$ cat src/rtl/aes128_dec_key_sequencer_pkg.sv
// Shared constants and types for the AES-128 decryption key sequencer:
// ALU opcodes, round constants and the sequencer state encoding.
package aes128_dec_key_sequencer_pkg;

  localparam int NROUNDS = 10;

  localparam logic [4:0] OP_DEC  = 5'h13;
  localparam logic [4:0] OP_DECF = 5'h14;
  localparam logic [4:0] OP_XORE = 5'h15;

  typedef enum logic [1:0] {IDLE, EXPAND, READY, STREAM} state_t;

  // Round constant for expansion round r (1..10); other indices never used.
  function automatic logic [7:0] rcon(input logic [3:0] r);
    case (r)
      4'd1:    rcon = 8'h01;
      4'd2:    rcon = 8'h02;
      4'd3:    rcon = 8'h04;
      4'd4:    rcon = 8'h08;
      4'd5:    rcon = 8'h10;
      4'd6:    rcon = 8'h20;
      4'd7:    rcon = 8'h40;
      4'd8:    rcon = 8'h80;
      4'd9:    rcon = 8'h1B;
      4'd10:   rcon = 8'h36;
      default: rcon = 8'h00;
    endcase
  endfunction

endpackage

$ cat src/rtl/aes128_dec_key_sequencer_sbox.sv
// Combinational forward AES S-box, one byte in and one byte out.
module aes128_dec_key_sequencer_sbox (
  input  logic [7:0] a,
  output logic [7:0] y
);

  // Row r of the table holds S(16r .. 16r+15), byte 0 in the most significant position.
  localparam logic [0:255][7:0] SBOX = {
    128'h637c777bf26b6fc53001672bfed7ab76,
    128'hca82c97dfa5947f0add4a2af9ca472c0,
    128'hb7fd9326363ff7cc34a5e5f171d83115,
    128'h04c723c31896059a071280e2eb27b275,
    128'h09832c1a1b6e5aa0523bd6b329e32f84,
    128'h53d100ed20fcb15b6acbbe394a4c58cf,
    128'hd0efaafb434d338545f9027f503c9fa8,
    128'h51a3408f929d38f5bcb6da2110fff3d2,
    128'hcd0c13ec5f974417c4a77e3d645d1973,
    128'h60814fdc222a908846eeb814de5e0bdb,
    128'he0323a0a4906245cc2d3ac629195e479,
    128'he7c8376d8dd54ea96c56f4ea657aae08,
    128'hba78252e1ca6b4c6e8dd741f4bbd8b8a,
    128'h703eb5664803f60e613557b986c11d9e,
    128'he1f8981169d98e949b1e87e9ce5528df,
    128'h8ca1890dbfe6426841992d0fb054bb16
  };

  assign y = SBOX[a];

endmodule

$ cat src/rtl/aes128_dec_key_sequencer.sv
// Expands a cipher key into the AES-128 round keys and streams them, last key
// first, as (op, round key) beats to the 128-bit ALU for inverse rounds.
module aes128_dec_key_sequencer
  import aes128_dec_key_sequencer_pkg::*;
(
  input  logic         clk,
  input  logic         rst_n,
  input  logic [127:0] key_in,
  input  logic         key_load,
  output logic         key_ready,
  output logic         keys_valid,
  input  logic         start,
  input  logic         stall,
  output logic         busy,
  output logic [4:0]   op_out,
  output logic [127:0] rk_out,
  output logic         rk_valid,
  output logic         rk_last
);

  localparam logic [3:0] LAST = 4'(NROUNDS);
  localparam logic [3:0] DONE = 4'(NROUNDS + 1);

  state_t       state;
  logic [127:0] rk [0:NROUNDS];
  logic [3:0]   r;
  logic [3:0]   beat;

  logic [127:0] prev, next_rk;
  logic [31:0]  rot, sub, w0, w1, w2, w3;
  logic [4:0]   pend_op;
  logic [127:0] pend_rk;

  // One key-schedule round per cycle, always derived from the previously stored key.
  assign prev = rk[r - 4'd1];
  assign rot  = {prev[23:0], prev[31:24]};

  for (genvar i = 0; i < 4; i++) begin : g_sbox
    aes128_dec_key_sequencer_sbox u_sbox (
      .a (rot[8*i +: 8]),
      .y (sub[8*i +: 8])
    );
  end

  assign w0      = prev[127:96] ^ sub ^ {rcon(r), 24'h0};
  assign w1      = prev[95:64] ^ w0;
  assign w2      = prev[63:32] ^ w1;
  assign w3      = prev[31:0]  ^ w2;
  assign next_rk = {w0, w1, w2, w3};

  // beat is the index of the next beat to hand to the ALU; it walks the store backwards.
  always_comb begin
    pend_op = OP_DEC;
    if (beat == 4'd0)
      pend_op = OP_DECF;
    else if (beat == LAST)
      pend_op = OP_XORE;
  end

  assign pend_rk = rk[LAST - beat];

  assign key_ready  = (state == IDLE)   || (state == READY);
  assign keys_valid = (state == READY)  || (state == STREAM);
  assign busy       = (state == EXPAND) || (state == STREAM);

  always_ff @(posedge clk or negedge rst_n) begin
    if (!rst_n) begin
      state    <= IDLE;
      r        <= 4'd0;
      beat     <= 4'd0;
      op_out   <= 5'h00;
      rk_out   <= '0;
      rk_valid <= 1'b0;
      rk_last  <= 1'b0;
      for (int i = 0; i <= NROUNDS; i++) rk[i] <= '0;
    end else begin
      case (state)
        IDLE: begin
          if (key_load) begin
            rk[0] <= key_in;
            r     <= 4'd1;
            state <= EXPAND;
          end
        end
        EXPAND: begin
          rk[r] <= next_rk;
          if (r == LAST) begin
            r     <= 4'd0;
            state <= READY;
          end else begin
            r <= r + 4'd1;
          end
        end
        READY: begin
          if (key_load) begin
            rk[0] <= key_in;
            r     <= 4'd1;
            state <= EXPAND;
          end else if (start) begin
            op_out   <= OP_DECF;
            rk_out   <= rk[LAST];
            rk_valid <= 1'b1;
            rk_last  <= 1'b0;
            beat     <= 4'd1;
            state    <= STREAM;
          end
        end
        STREAM: begin
          // A stalled cycle still presents the pending beat, just without rk_valid.
          if (beat == DONE) begin
            op_out   <= 5'h00;
            rk_out   <= '0;
            rk_valid <= 1'b0;
            rk_last  <= 1'b0;
            beat     <= 4'd0;
            state    <= READY;
          end else begin
            op_out   <= pend_op;
            rk_out   <= pend_rk;
            rk_valid <= !stall;
            rk_last  <= !stall && (beat == LAST);
            if (!stall) beat <= beat + 4'd1;
          end
        end
        default: state <= IDLE;
      endcase
    end
  end

endmodule

$ cat config.mk
export PLATFORM = sky130hd
export DESIGN_NAME = aes128_dec_key_sequencer
export DESIGN_NICKNAME = d
export VERILOG_FILES = /design/src/rtl/aes128_dec_key_sequencer_pkg.sv /design/src/rtl/aes128_dec_key_sequencer_sbox.sv /design/src/rtl/aes128_dec_key_sequencer.sv
export SDC_FILE = /design/constraint.sdc
export NUM_CORES = 2
export LEC_CHECK = 0
export ABC_AREA = 0
export BUFFER_PORTS_ARGS = -buffer_cell sky130_fd_sc_hd__buf_2
export CAP_MARGIN = 15
export CORE_ASPECT_RATIO = 2
export CORE_MARGIN = 3
export CORE_UTILIZATION = 35
export CTS_CLUSTER_DIAMETER = 60
export DETAILED_ROUTE_END_ITERATION = 10
export PLACE_DENSITY_LB_ADDON = 0.15
export SLEW_MARGIN = 20
export SYNTH_ARGS = -nofsm -noshare
export SYNTH_HDL_FRONTEND = slang
export SYNTH_SLANG_ARGS = --single-unit
$ cat constraint.sdc
create_clock -name clk -period 9.8 [get_ports clk]
set_input_delay 0.49 -clock clk [delete_from_list [all_inputs] [get_ports clk]]
set_output_delay 0.49 -clock clk [all_outputs]
set_load 0.005 [all_outputs]
==> metrics.md <==
| Metric | Value |
|---|---|
| Initial drt markers | `9,897` |
| Min-Delay Path Class | `primary input to register` |
| Share of layout cells above drive strength 1 | `0.170` |
| Clock-pin transition on the worst setup and hold timing paths | `0.07 ns` |
| Final Wtd Congestion | `1.05` |
| DIE AREA | `284,000 µm²` |
| Post-route met1 wirelength | `184 mm` |
| First drt pass iteration count | `7` |
| Crit path max fanout | `20` |
| WL per Instance | `37.6 µm` |
| Area added between synthesis and finish | `12.4%` |
| Clock buffers created by TritonCTS | `165` |
| Proportion of synthesized chip area in sequential cells | `0.401` |
| Placement Cell Area | `103,000 µm²` |
| Path depth of the worst reg2reg path | `19` |
| Critical-path cell with the highest stage delay | `sky130_fd_sc_hd__xor2_4` |
| Synthesized Nets | `10,700` |
| Via Count | `92,200` |
| Cell types occupying the most area after synthesis | `sky130_fd_sc_hd__dfrtp_1 (40%), sky130_fd_sc_hd__mux4_2 (11%), sky130_fd_sc_hd__o21ai_0 (7.3%)` |
| Total number of yosys warnings | `0` |
| End of the worst hold path | `rk[1383]$_DFFE_PN0P_` |
| HPWL after detailed placement | `357 mm` |
| Post-synth top area share | `0.401` |
| Fin util | `0.396` |
| Slack of the worst reg-to-reg path | `1.02 ns` |
| Antenna Nets Post-Route | `0` |
| CP Depth | `19` |
| Most repeated cell in the gate-level netlist after synthesis | `sky130_fd_sc_hd__nand2_1` |
| Effective utilization at floorplan | `0.352` |
| Worst R2R Start | `r[0]$_DFFE_PN0P_` |
| GR Overflow Total | `0` |
| Destination of the worst register-to-register timing path | `rk[770]$_DFFE_PN0P_` |
| Area inside the core boundary | `275,000 µm²` |
| Max_slew headroom | `0.129` |
| Top cells by instance count after synthesis | `sky130_fd_sc_hd__nand2_1 (1,849), sky130_fd_sc_hd__dfrtp_1 (1,552), sky130_fd_sc_hd__o21ai_0 (1,406)` |
| Net count reported at finish | `10,600` |
| CP arrival | `9.51 ns` |
| WHS Path Cells | `3` |
| Total track usage | `0.368` |
| Number of antenna violations at the first check in global routing | `46` |
| Cell type with the highest aggregate area in the netlist | `sky130_fd_sc_hd__dfrtp_1` |
| Die extent in x | `378 µm` |
| Number of buffers between clock root and the deepest sink | `4` |
| Final count of negative-setup-slack endpoints | `0` |
| Number of storage elements in the synthesis netlist | `1,552` |
| Status | `finished, final reports clean` |
| Data required time of the worst path | `10.54 ns` |
| Global-route wire length before repair | `739 mm` |
| # Post-CTS Setup Buffers | `0` |
| Uppermost layer routed | `met5` |
| Max cap viols | `0` |
| Number of gates resized after CTS | `0` |
| Final non-filler cell area | `109,000 µm²` |
| Post-synth EDFFs | `0` |
| Proportion of register bits with asynchronous set or reset after synthesis | `1.00` |
| Final clock skew | `0.0868 ns` |
| Cells along the critical path | `inv_6, ha_1, xor2_4, mux4_2, o2111ai_1, nand2_1, inv_1, ha_1, inv_1, a21oi_1, nor3_1, a311o_1, a31oi_1, a2bb2oi_2, nand3_2, xnor2_4, a21oi_2, a311o_4, a2111oi_2` |
| Number of top-level design ports | `271` |
| Maximum frequency from static timing analysis | `114 MHz` |
| Post-detailed-route via-to-cell ratio | `6.52` |
| Filler cells | `27,400` |
| Largest delay contributor family on the critical path | `compound AO/OA/AOI/OAI gates` |
| Top FF cell, synth | `sky130_fd_sc_hd__dfrtp_1` |
| Drc violations | `0` |
| Syn Inst Count | `10,500` |
| Syn Area/Cell | `9.20 µm²` |
| CTS root buf | `sky130_fd_sc_hd__clkbuf_16` |
| Max H-tree Level | `4` |
| Wire length after detailed routing | `532 mm` |
| Count of final max-slew check failures | `0` |
| Total buffers and inverters traversed by the critical path | `3` |
| Final TNS setup | `0 ns` |
| Stage delay of the slowest cell on the critical path | `0.82 ns` |
| Setup repair after global routing missed its margin | `false` |
| Via count of the first global-routing pass | `91,400` |
| Num rows | `272` |
| Clk_lat worst skew | `0.90 ns` |
| Number of sinks handled by clock tree synthesis | `1,552` |
| Wire length on met3 | `38.8 mm` |
| Hold-fix buffer count after cts | `86` |
| Pin count of the biggest net entering global routing | `178` |
| Count of cell types in the netlist | `122` |
| Critical hold path startpoint | `key_in[103]` |
| Number of buffers added on ports | `269` |
| Met2 wirelength from detailed routing | `250 mm` |
| Final Critical Period | `8.78 ns` |
| Post-synth design cell area | `96,900 µm²` |
| Floorplan die height | `750 µm` |
| Number of hold violations in the final report | `0` |
| Critical path endpoint category | `register` |
| Critical setup path kind | `register to register` |
| CTS tree | `done` |
| Transition time at the pin with the least slew margin | `1.30 ns` |
| Startpoint kind of the worst setup timing path | `register` |
| Final Cycle Share | `0.895` |
cells by family (layout without fill, tap and decap cells):
group / after synthesis / count (layout) / share of synthesized area
AOI/OAI and AO/OA: 3367 / 3367 / 0.216
DFF: 1552 / 1552 / 0.401
xor gates and xnor gates: 199 / 199 / 0.0197
muxes: 972 / 972 / 0.163
and+or+nand+nor: 3166 / 3166 / 0.136
other: 1 / 26 / 0.0000387
adders and majority gates: 66 / 66 / 0.00852
buffers and inverters: 1209 / 1233 / 0.0566
metal layers:
layer	vias up	GRT usage
met5	-	0
met3	1727	0.0680
met1	46600	0.408
met2	5352	0.600
li1	38500	-
met4	14	0.330
worst min-delay path: cells and delay by family:
kind	cells	cell delay, ns
compound gates	2	0.21
buf+inv	1	0.16
how the worst max path moves through the flow:
stage | from | to | slack, ns
floorplan | r[0]$_DFFE_PN0P_ | rk[11]$_DFFE_PN0P_ | 2.05
global placement | r[0]$_DFFE_PN0P_ | rk[903]$_DFFE_PN0P_ | 1.21
detailed placement | r[0]$_DFFE_PN0P_ | rk[770]$_DFFE_PN0P_ | 1.45
CTS | r[0]$_DFFE_PN0P_ | rk[770]$_DFFE_PN0P_ | 1.35
global route | r[0]$_DFFE_PN0P_ | rk[770]$_DFFE_PN0P_ | 0.91
finish | r[0]$_DFFE_PN0P_ | rk[770]$_DFFE_PN0P_ | 1.02
layout make-up:
type | count | area (µm²) | area share
Timing Repair Buffer | 895 | 6810 | 0.0625
Tap cell | 3562 | 4460 | 0.0409
Clock inverter | 40 | 438 | 0.00402
Clock buffer | 240 | 4840 | 0.0444
Antenna cell | 25 | 62.6 | 0.000574
Sequential cell | 1552 | 38800 | 0.356
Multi-Input combinational cell | 7771 | 53300 | 0.489
Inverter | 58 | 228 | 0.00209
sequential cells by signal (all words and copies together) (netlist names):
register,count
state,2
beat,4
rk_out,128
rk_valid,1
rk_last,1
r,4
rk,1408
op_out,4
per-stage QoR:
stage,setup WS [ns],cells,hold slack (ns)
6_report,1.02,14100,0.0125
5_1_grt,0.905,14100,0.0115
4_1_cts,1.35,14100,0.00238
3_5_place_dp,1.45,13700,0.468
3_3_place_gp,1.21,13700,0.453
2_1_floorplan,2.05,10500,0.194
cell usage in the layout, fill, tap and decap left out, types with 125 or more instances in the layout:
| cell type | instances |
|---|---|
| sky130_fd_sc_hd__nand2_1 | 1836 |
| sky130_fd_sc_hd__o21ai_0 | 1386 |
| sky130_fd_sc_hd__o22ai_1 | 193 |
| sky130_fd_sc_hd__buf_4 | 494 |
| sky130_fd_sc_hd__buf_2 | 269 |
| sky130_fd_sc_hd__a21oi_1 | 501 |
| sky130_fd_sc_hd__mux4_2 | 479 |
| sky130_fd_sc_hd__clkbuf_16 | 169 |
| sky130_fd_sc_hd__a311oi_1 | 190 |
| sky130_fd_sc_hd__o211ai_1 | 125 |
| sky130_fd_sc_hd__nor3_1 | 268 |
| sky130_fd_sc_hd__nand3_1 | 199 |
| sky130_fd_sc_hd__dfrtp_1 | 1549 |
| sky130_fd_sc_hd__o21ai_1 | 182 |
| sky130_fd_sc_hd__nor2_1 | 622 |
| sky130_fd_sc_hd__mux2i_1 | 421 |
Power is left out: the tool's default activity adds up to more than one toggle a clock period on the data nets, which glitch-free logic cannot reach.
